File: src/rtl/key_search_pkg.sv
// key_search_pkg: shared state type, defaults and index-width helper for the key search coordinator.
package key_search_pkg;
    typedef enum logic [2:0] {IDLE, LAUNCH, SEARCH, FOUND, EXHAUSTED} ks_state_t;
    localparam int KEY_WIDTH_DEF = 24;
    localparam int SEARCH_WIDTH_DEF = 22;
    function automatic int idx_width(input int n);
        return (n > 1) ? $clog2(n) : 1;
    endfunction
endpackage

File: src/rtl/success_priority_encoder.sv
// success_priority_encoder: lowest-index-first request encoder.
module success_priority_encoder
    import key_search_pkg::*;
#(
    parameter int N = 4,
    parameter int IW = idx_width(N)
) (
    input  logic [N-1:0]  req,
    output logic          any,
    output logic [IW-1:0] index
);
    always_comb begin
        any = |req;
        index = '0;
        for (int i = N - 1; i >= 0; i--)
            if (req[i]) index = IW'(i);
    end
endmodule

File: src/rtl/key_search_coordinator.sv
// key_search_coordinator: partitions the key space over the cores, launches them,
// arbitrates hits and reports the winning key, exhaustion and search duration.
module key_search_coordinator
    import key_search_pkg::*;
#(
    parameter int NUM_CORES = 4,
    parameter int KEY_WIDTH = KEY_WIDTH_DEF,
    parameter int SEARCH_WIDTH = SEARCH_WIDTH_DEF,
    parameter int CYCLE_WIDTH = 32,
    localparam int IW = idx_width(NUM_CORES)
) (
    input  logic                           clk,
    input  logic                           reset,
    input  logic                           start,
    output logic                           core_start,
    output logic [NUM_CORES*KEY_WIDTH-1:0] core_base_key,
    output logic [SEARCH_WIDTH-1:0]        core_key_count,
    output logic                           core_abort,
    input  logic [NUM_CORES-1:0]           core_success,
    input  logic [NUM_CORES-1:0]           core_fail,
    input  logic [NUM_CORES*KEY_WIDTH-1:0] core_key,
    output logic                           busy,
    output logic                           found_valid,
    output logic [KEY_WIDTH-1:0]           found_key,
    output logic [IW-1:0]                  found_core,
    output logic                           all_failed,
    output logic [CYCLE_WIDTH-1:0]         elapsed_cycles
);
    localparam logic [63:0] SLICE = (64'd1 << SEARCH_WIDTH) / 64'(NUM_CORES);
    localparam logic [KEY_WIDTH-1:0] KEY_MASK = KEY_WIDTH'((64'd1 << SEARCH_WIDTH) - 64'd1);

    ks_state_t            state;
    logic [NUM_CORES-1:0] fail_mask;
    logic                 hit;
    logic [IW-1:0]        hit_idx;
    logic [KEY_WIDTH-1:0] hit_key;

    success_priority_encoder #(.N(NUM_CORES), .IW(IW)) u_enc (
        .req(core_success), .any(hit), .index(hit_idx)
    );

    for (genvar i = 0; i < NUM_CORES; i++) begin : g_part
        assign core_base_key[i*KEY_WIDTH +: KEY_WIDTH] = KEY_WIDTH'(64'(i) * SLICE);
    end
    assign core_key_count = SEARCH_WIDTH'(SLICE - 64'd1);

    always_comb begin
        hit_key = '0;
        for (int i = 0; i < NUM_CORES; i++)
            if (IW'(i) == hit_idx) hit_key = core_key[i*KEY_WIDTH +: KEY_WIDTH];
    end

    always_ff @(posedge clk) begin
        if (reset) begin
            state <= IDLE;
            core_start <= 1'b0;
            core_abort <= 1'b0;
            busy <= 1'b0;
            found_valid <= 1'b0;
            found_key <= '0;
            found_core <= '0;
            all_failed <= 1'b0;
            elapsed_cycles <= '0;
            fail_mask <= '0;
        end else begin
            case (state)
                IDLE, FOUND, EXHAUSTED: if (start) begin
                    // results are cleared on entry so LAUNCH already shows a clean slate
                    state <= LAUNCH;
                    core_start <= 1'b1;
                    core_abort <= 1'b0;
                    found_valid <= 1'b0;
                    found_key <= '0;
                    found_core <= '0;
                    all_failed <= 1'b0;
                    elapsed_cycles <= '0;
                    fail_mask <= '0;
                end
                LAUNCH: begin
                    state <= SEARCH;
                    core_start <= 1'b0;
                    busy <= 1'b1;
                end
                SEARCH: begin
                    elapsed_cycles <= elapsed_cycles + CYCLE_WIDTH'(!(&elapsed_cycles));
                    fail_mask <= fail_mask | core_fail;
                    if (hit) begin
                        state <= FOUND;
                        busy <= 1'b0;
                        core_abort <= 1'b1;
                        found_valid <= 1'b1;
                        found_key <= hit_key & KEY_MASK;
                        found_core <= hit_idx;
                    end else if (&(fail_mask | core_fail)) begin
                        state <= EXHAUSTED;
                        busy <= 1'b0;
                        core_abort <= 1'b1;
                        all_failed <= 1'b1;
                    end
                end
                default: state <= IDLE;
            endcase
        end
    end
endmodule

File: config.mk
export PLATFORM = sky130hd
export DESIGN_NAME = key_search_coordinator
export DESIGN_NICKNAME = d
export VERILOG_FILES = /design/src/rtl/key_search_pkg.sv /design/src/rtl/success_priority_encoder.sv /design/src/rtl/key_search_coordinator.sv
export SDC_FILE = /design/constraint.sdc
export NUM_CORES = 1
export LEC_CHECK = 0
export ABC_AREA = 1
export CORE_ASPECT_RATIO = 0.9
export CORE_UTILIZATION = 39
export CTS_CLUSTER_DIAMETER = 150
export DETAILED_ROUTE_END_ITERATION = 16
export MAX_ROUTING_LAYER = met4
export PLACE_DENSITY = 0.82
export SLEW_MARGIN = 20
export SYNTH_ARGS = -nofsm -noshare
export SYNTH_HDL_FRONTEND = slang
export SYNTH_SLANG_ARGS = --single-unit
File: constraint.sdc
create_clock -name clk -period 2.6 [get_ports clk]
set_input_delay 0.26 -clock clk [delete_from_list [all_inputs] [get_ports clk]]
set_output_delay 0.26 -clock clk [all_outputs]
set_load 0.01 [all_outputs]
## Word-level counts from Yosys, hierarchy flattened

Index checks and enable logic that the tools add are counted.

| cells by class | value |
|---|---|
| $add $sub $neg | 1 |
| multiply operators | 0 |
| divide/modulo/power cells | 0 |
| $lt $le $gt $ge | 0 |
| equal/unequal tests | 12 |
| shifts and indexed selects | 0 |
| mux-type cells | 35 |
| bitwise gates (word level) | 1 |
| reduce and logical (&&, ||, !) cells | 17 |

Operators by type and width:

| cell | count |
|---|---|
| 2-to-1 mux 22 bit | 4 |
| one-hot mux 32 bit (2 select lines) | 1 |
| 2-to-1 mux 24 bit | 2 |
| one-hot mux 24 bit (2 select lines) | 1 |
| adder 32 x 1 -> 32 bit | 1 |
| 2-to-1 mux 32 bit | 1 |
| AND reduction 32 bit | 1 |
| 2-to-1 mux 2 bit | 6 |
| one-hot mux 1 bit (2 select lines) | 5 |
| 2-to-1 mux 3 bit | 3 |
| one-hot mux 3 bit (3 select lines) | 1 |
| 2-to-1 mux 1 bit | 8 |
| inequality test 2 bit (second input constant) | 4 |
| one-hot mux 4 bit (2 select lines) | 1 |
| AND reduction 2 bit | 4 |
| AND reduction 4 bit | 2 |
| == test 3 x 2 -> 1 bit (second input constant) | 2 |
| AND reduction 3 bit | 2 |
| nonzero test 2 bit | 3 |
| == test 2 bit (first input constant) | 2 |
| 2-to-1 mux 4 bit | 1 |
| OR 4 bit | 1 |
| one-hot mux 2 bit (2 select lines) | 1 |
| OR reduction 4 bit | 1 |
| 8 further kinds | 8 |

| word-level totals | value |
|---|---|
| register bits after elaboration | 70 |
| bits in latches | 0 |
| memory bits (writable) | 0 |
| bits in read-only memories | 0 |
| input bits | 107 |
| output and inout port bits | 181 |
| memories kept | 0 |

## Longest topological paths before layout

Gate-level depths: netlist of run 1.

| logic depth | value |
|---|---|
| word-level depth | 11 |
| mapped depth | 15 |
| depth with buffers taken out | 15 |

## Hierarchy

A second synthesis of run 1 with hierarchy kept.

| second synthesis, totals | value |
|---|---|
| cells, all modules | 760 |
| area total of the unflattened synthesis | 4931.0 µm² |

By module, submodules not included:

| module | times used | cells each | area an instance (µm²) | seq. area each (µm²) |
|---|---|---|---|---|
| key_search_coordinator | 1 | 751 | 4884.7 | 1361.3 |
| success_priority_encoder | 1 | 9 | 46.3 | 0.0 |

## Worst setup path after synthesis of run 1

No wires, ideal clock.

| timing | value |
|---|---|
| path kind | register -> register |
| from | reg elapsed_cycles[15] |
| to | reg elapsed_cycles[20] |
| arrival | 1.819 ns |
| setup slack | 0.712 ns |
| cell stages (with the launch flop) | 14 |
| period minus slack after synthesis | 1.888 ns |
| path through | dfxtp_1 nand2_1 nor2_1 nand2_1 nor2_1 nand4_1 ha_1 nand2_2 nor2_4 nand3_1 inv_1 nand3_1 o21ai_0 a21oi_1 |

| on the way | value |
|---|---|
| cells in the longest elaborated chain, start to end | 4 |

RTL lines:

| element | RTL line | text |
|---|---|---|
| from (decl) | key_search_coordinator.sv:27 | `output logic [CYCLE_WIDTH-1:0] elapsed_cycles` |
| from (signal assigned) | key_search_coordinator.sv:85 | `elapsed_cycles <= elapsed_cycles + CYCLE_WIDTH'(!(&elapsed_cycles));` |
| AND reduction 32 bit | key_search_coordinator.sv:85 |  |
| logical NOT 1 bit | key_search_coordinator.sv:85 |  |
| adder 32 x 1 -> 32 bit (*) | key_search_coordinator.sv:85 |  |
| one-hot mux 32 bit (2 select lines) (*) | key_search_coordinator.sv:66 | `case (state)` |

Every way passes the cells marked *; elsewhere a longest branch is shown, timed or not.
A chain may end at the register's enable or synchronous reset.

## Worst setup path after layout of run 1

| timing | value |
|---|---|
| from | reg elapsed_cycles[19] |
| to | reg elapsed_cycles[26] |

The elaborated chain is that of the path after synthesis.

==> results of run 1 <==
## routing by layer
metal | part of all wire (%) | track usage, %
met1 | 43 | 27.5
met2 | 46 | 34.8
met3 | 8.5 | 6.79
met4 | 2.1 | 7.50
met5 | 0 | -
## cell families after synthesis
kind of cell,count (synthesis)
AND/OR/NAND/NOR,450
buffers and inverters,201
AO/OA/AOI/OAI,75
flip-flops,68
adder cells (fa/ha/maj),2
other,2
## placed cells by master (no fill, tap or decap), types with 3 or more instances in the layout
| cell | netlist | final |
|---|---|---|
| inv_1 | 49 | 49 |
| nand4_1 | 14 | 14 |
| conb_1 | 2 | 120 |
| inv_2 | 3 | 3 |
| clkdlybuf4s50_1 | 0 | 159 |
| nor2_1 | 114 | 114 |
| clkbuf_16 | 0 | 9 |
| nand3b_1 | 20 | 20 |
| nor2_2 | 5 | 5 |
| o21ai_0 | 22 | 22 |
| nand2_1 | 204 | 204 |
| clkbuf_1 | 9 | 4 |
| nand3_1 | 72 | 72 |
| nor3_1 | 7 | 7 |
| o31ai_1 | 3 | 3 |
| nor2_4 | 3 | 3 |
| nand2_2 | 4 | 4 |
| a21oi_1 | 43 | 43 |
| buf_4 | 123 | 15 |
| dfxtp_1 | 68 | 68 |
## through the flow
stage	utilization, %	std cells	instance area (sq um)
floorplan	-	916	5490
global placement	50.3	1106	6350
detailed placement	50.3	1106	6350
CTS	52.6	1122	6650
global route	52.6	1122	6650
finish	52.6	1122	6650
## final cells by class
class	count	area, sq um
fillers	1262	5990
multi-input cells	647	2870
repair buffers	175	1720
flip-flops and latches	68	1360
clock buffers	15	268
well taps	164	205
inverters	52	195
clock inverters	1	30.0
## final timing paths
kind | start | to | slack, ns | cells past startpoint
min reg2reg | all_failed$_SDFFE_PP0P_ | all_failed$_SDFFE_PP0P_ | 0.45 | 2
min | all_failed$_SDFFE_PP0P_ | all_failed$_SDFFE_PP0P_ | 0.45 | 2
max | elapsed_cycles[19]$_SDFFE_PP0P_ | elapsed_cycles[26]$_SDFFE_PP0P_ | 0.30 | 15
max reg2reg | elapsed_cycles[19]$_SDFFE_PP0P_ | elapsed_cycles[26]$_SDFFE_PP0P_ | 0.30 | 15
## report_power, final
group,switching (uW),internal [uW],leakage [uW]
clock network,446,797,0.000144
logic,483,340,0.00215
registers,42.6,1100,0.000550
total,971,2230,0.00285
## cell usage after synthesis (all sizes together)
library cell | number | area, sq um
ha | 2 | 25.0
nor2 | 123 | 513
nand3b | 20 | 150
nand4 | 14 | 87.6
a31oi | 1 | 6.26
dfxtp | 68 | 1360
o31ai | 3 | 22.5
buf | 140 | 1030
or2 | 1 | 6.26
o21bai | 1 | 7.51
nand3 | 74 | 380
conb | 2 | 7.51
nand2 | 208 | 791
clkbuf | 9 | 33.8
o21ai | 24 | 120
inv | 52 | 195
nor3b | 1 | 7.51
a21oi | 44 | 224
a211oi | 2 | 15.0
nor3 | 9 | 61.3
## tightest hold or removal path, stage by stage, from the launching register on
cell and delay (ns):
dfxtp_1 0.32, nand2_1 0.05, nand2_1 0.05
## sequential cells by signal, summed over array words and instances, names as in the netlist
signal and cells:
found_valid 1, elapsed_cycles 32, all_failed 1, fail_mask 4, found_key 22, state 3, found_core 2, core_abort 1
core_start 1, busy 1
==> results.json, run 1 <==
{
  "end_kind": "flop",
  "worst_setup_path_start_kind": "flop",
  "dpl.hpwl_microns": 11300,
  "yosys.area_share.xor_xnor_pct": 0,
  "arrival_ns": 2.52,
  "cts.path.max_buffers": 2,
  "htree_levels": 3,
  "slew_headroom_pct": 50.7,
  "status": "finished clean",
  "fin_skew_ns": 0.00739,
  "hold_ws_ns": 0.453,
  "fmax_mhz": 436,
  "cts_tree": "done",
  "cts-resized-gates": 0,
  "slew_viol_final": 0,
  "wl_per_cell_microns": 13.1,
  "required_ns": 2.83,
  "worst-path-max-fanout": 6,
  "ios": 288,
  "irDropWorstVdd_mv": 0.325,
  "maxCapViolations": 0,
  "antenna_found_initial": 0,
  "drtIter0Drc": 417,
  "place_ws_ns": 0.387,
  "drc": 0,
  "synth_top_family_by_area": "simple AND/OR/NAND/NOR gates",
  "timing_hold_violations_final": 0,
  "synth-adder-area-share_pct": 0.496,
  "worstSkewPairLatency_ns": 0.34,
  "clockRootBuffer": "clkbuf_16",
  "ys_seq_elements": 68,
  "crit_family": "simple AND/OR/NAND/NOR gates",
  "postCtsSetupBuffers": 0,
  "worstPathCellList": "nand2_1 -> inv_1 -> nand2_1 -> nor2_1 -> nand4_1 -> ha_1 -> nand2_2 -> nor2_4 -> nand3_1 -> nor2_2 -> nand2_1 -> nor2_2 -> nand2_1 -> nand2_1 -> nand2_1",
  "grt_pass1_wl_microns": 22500,
  "yosys_warnings": 0,
  "routed_via_density": 4.71,
  "post-route-period-util_pct": 88.3,
  "start_util_pct": 39.9,
  "ctsHoldBuffers": 0,
  "drive_gt1_share_pct": 5.11,
  "grt_pass1_vias": 4431,
  "grt_max_degree": 45,
  "cpMostUsedCell": "nand2_1",
  "cts_buffers": 9,
  "port_buffers": 159,
  "finalPower_uw": 3210,
  "dieArea_sq_mm": 0.0134,
  "place.gp.congestion": 0.956,
  "totalNegativeSetupSlack_ns": 0,
  "coreArea_sq_mm": 0.0126,
  "synth_compound_area_share_pct": 7.84,
  "synth-simple-area-share_pct": 39.6,
  "cp_slowest_cell": "dfxtp_1",
  "vias": 5289,
  "grt_setup_unrepaired": "no",
  "ys_types": 32,
  "grt_usage_pct": 22.4,
  "placementRows": 39,
  "nets": 1062,
  "critical_path_class": "reg2reg",
  "dr.pass1.iters": 5,
  "diodes": 0,
  "p_per_area_mw_per_mm2": 482,
  "avgSynthCellArea_sq_um": 6.32,
  "clk_pin_slew_ns": 0.06,
  "syn_inst": 798,
  "routed_wl_microns": 14800,
  "die_h_microns": 110,
  "fin_ws_ns": 0.304,
  "tightest_slew_ns": 0.738,
  "drtAntennaViolNets": 0,
  "netlist_area_sq_mm": 0.00504,
  "setup_violations": 0,
  "worstHoldPathType": "reg2reg",
  "ys_seq_area_share_pct": 27.0,
  "grt_overflow": 0,
  "fin_crit_ns": 2.30,
  "critPathBufInv": 1,
  "total_leakage_power_uw": 0.00285,
  "cts_sinks": 68,
  "cpPeakStageDelay_ns": 0.36,
  "synth_mux_area_share_pct": 0,
  "synthToLayoutAreaGrowth_pct": 31.9,
  "die_w_microns": 122
}
(Power assumes the default switching activity.)
==> run 2, diff against run 1 <==
--- a/config.mk
+++ b/config.mk
@@ -6,12 +6,13 @@
 export NUM_CORES = 1
 export LEC_CHECK = 0
 export ABC_AREA = 1
+export CAP_MARGIN = 20
 export CORE_ASPECT_RATIO = 0.9
 export CORE_UTILIZATION = 39
 export CTS_CLUSTER_DIAMETER = 150
 export DETAILED_ROUTE_END_ITERATION = 16
 export MAX_ROUTING_LAYER = met4
-export PLACE_DENSITY = 0.82
+export PLACE_DENSITY = 0.79
 export SLEW_MARGIN = 20
 export SYNTH_ARGS = -nofsm -noshare
 export SYNTH_HDL_FRONTEND = slang
==> run 2 against run 1 <==
Effect of this change:
- cell area decreased by 0.85%
- wire length decreased by 1.4%
- clock power decreased by 14%
- cell count decreased by 0.36%
- highest routed layer unchanged
- first-iteration DRC count increased by 2.6%
- hold slack got worse by 0.0034 ns
- critical path depth decreased by 2
- register-to-register slack got worse by 0.06 ns
- clock skew decreased by 0.0028 ns
==> results.json, run 2 (synthesis gave the netlist of run 1 again) <==
{
  "critical_path_class": "reg2reg",
  "drive_gt1_share_pct": 4.82,
  "maxCapViolations": 0,
  "worstSkewPairLatency_ns": 0.34,
  "grt_pass1_vias": 4552,
  "antenna_found_initial": 0,
  "multi_input_area_sq_mm": 0.00287,
  "cts-resized-gates": 0,
  "grt_max_degree": 45,
  "placementRows": 39,
  "grt_setup_unrepaired": "no",
  "fmax_mhz": 424,
  "setup_violations": 0,
  "wl_per_cell_microns": 13.0,
  "fill_cells": 1275,
  "required_ns": 2.86,
  "dr.pass1.iters": 5,
  "worst_setup_path_start_kind": "flop",
  "grt_usage_pct": 22.5,
  "vias": 5173,
  "diodes": 0,
  "end_kind": "flop",
  "final_cells": 1118,
  "reg_top3": "elapsed_cycles: 32 flops, found_key: 22 flops, fail_mask: 4 flops",
  "dieArea_sq_mm": 0.0134,
  "clockRootBuffer": "clkbuf_16",
  "ios": 288,
  "dpl.hpwl_microns": 11000,
  "ctsHoldBuffers": 0,
  "nets": 1059,
  "totalNegativeSetupSlack_ns": 0,
  "drc": 0,
  "layout_commonest_cell": "nand2_1",
  "port_buffers": 159,
  "routed_via_density": 4.63,
  "utilization_pct": 52.2,
  "die_h_microns": 110,
  "worst-path-max-fanout": 6,
  "htree_levels": 3,
  "grt_overflow": 0,
  "status": "finished clean",
  "die_w_microns": 122,
  "timing_hold_violations_final": 0,
  "place_inst": 1103,
  "postCtsSetupBuffers": 0,
  "routed_wl_microns": 14500,
  "clk_pin_slew_ns": 0.05,
  "total_leakage_power_uw": 0.00281,
  "grt_pass1_wl_microns": 22600,
  "p_per_area_mw_per_mm2": 460,
  "arrival_ns": 2.61,
  "start_util_pct": 39.9,
  "worstHoldPathType": "reg2reg",
  "slew_viol_final": 0,
  "fin_crit_ns": 2.36,
  "synthToLayoutAreaGrowth_pct": 30.8,
  "cts_buffers": 9,
  "fin_skew_ns": 0.00456,
  "coreArea_sq_mm": 0.0126,
  "place.gp.congestion": 0.912,
  "mostFrequentLayoutCells": "204 x nand2_1, 159 x clkdlybuf4s50_1, 120 x conb_1",
  "post-route-period-util_pct": 90.6,
  "regMostFlops": "elapsed_cycles",
  "largest_register_ffs": 32,
  "cts_tree": "done",
  "drtIter0Drc": 428,
  "drtAntennaViolNets": 0,
  "cts_sinks": 68,
  "irDropWorstVdd_mv": 0.353,
  "seq_area_sq_mm": 0.00136,
  "cts.path.max_buffers": 2
}
## run 2: critical path, cell delays in order (launching register included)
cell     delay [ns]
dfxtp_1        0.44
nand2_1        0.10
nor2_1         0.15
nand2_1        0.11
nor2_1         0.19
nand4_1        0.17
ha_1           0.25
nand2_2        0.13
nor2_4         0.06
nand3_1        0.19
inv_1          0.15
nand3_1        0.11
o21ai_0        0.08
a21oi_1        0.15
## run 2: cell type report
type,instances,area share (%)
Tap cell,164,3.11
Multi-Input combinational cell,647,43.5
Clock buffer,12,3.59
Timing Repair Buffer,172,26.0
Sequential cell,68,20.6
Inverter,52,2.96
Clock inverter,3,0.228
## run 2: metal layers
layer,vias up,wire (microns),global-route usage [%],part of all wire [%]
li1,2616,-,-,-
met1,2310,6300,27.7,43
met2,220,6890,35.9,47
met3,27,1080,5.55,7.4
met4,0,269,7.50,1.9
met5,-,0,-,0
## run 2: worst paths after layout
path / start / end / slack [ns] / cells past startpoint
max: elapsed_cycles[16]$_SDFFE_PP0P_ / elapsed_cycles[20]$_SDFFE_PP0P_ / 0.24 / 13
min: all_failed$_SDFFE_PP0P_ / all_failed$_SDFFE_PP0P_ / 0.45 / 2
max reg2reg: elapsed_cycles[16]$_SDFFE_PP0P_ / elapsed_cycles[20]$_SDFFE_PP0P_ / 0.24 / 13
min reg2reg: all_failed$_SDFFE_PP0P_ / all_failed$_SDFFE_PP0P_ / 0.45 / 2
## run 2: metrics by stage
step | instance area, sq um | hold slack [ns] | setup WS, ns | power (uW)
3_3_place_gp | 6340 | 0.434 | 0.424 | 1970
4_1_cts | 6600 | 0.456 | 0.322 | 3070
5_1_grt | 6600 | 0.481 | 0.0128 | 3200
3_5_place_dp | 6340 | 0.438 | 0.349 | 1980
6_report | 6600 | 0.450 | 0.243 | 3030
2_1_floorplan | 5490 | 0.442 | 0.712 | 1780
## run 2: power by group
group,internal [uW],switching (uW)
registers,1100,41.3
logic,342,480
clock network,635,437
total,2080,959
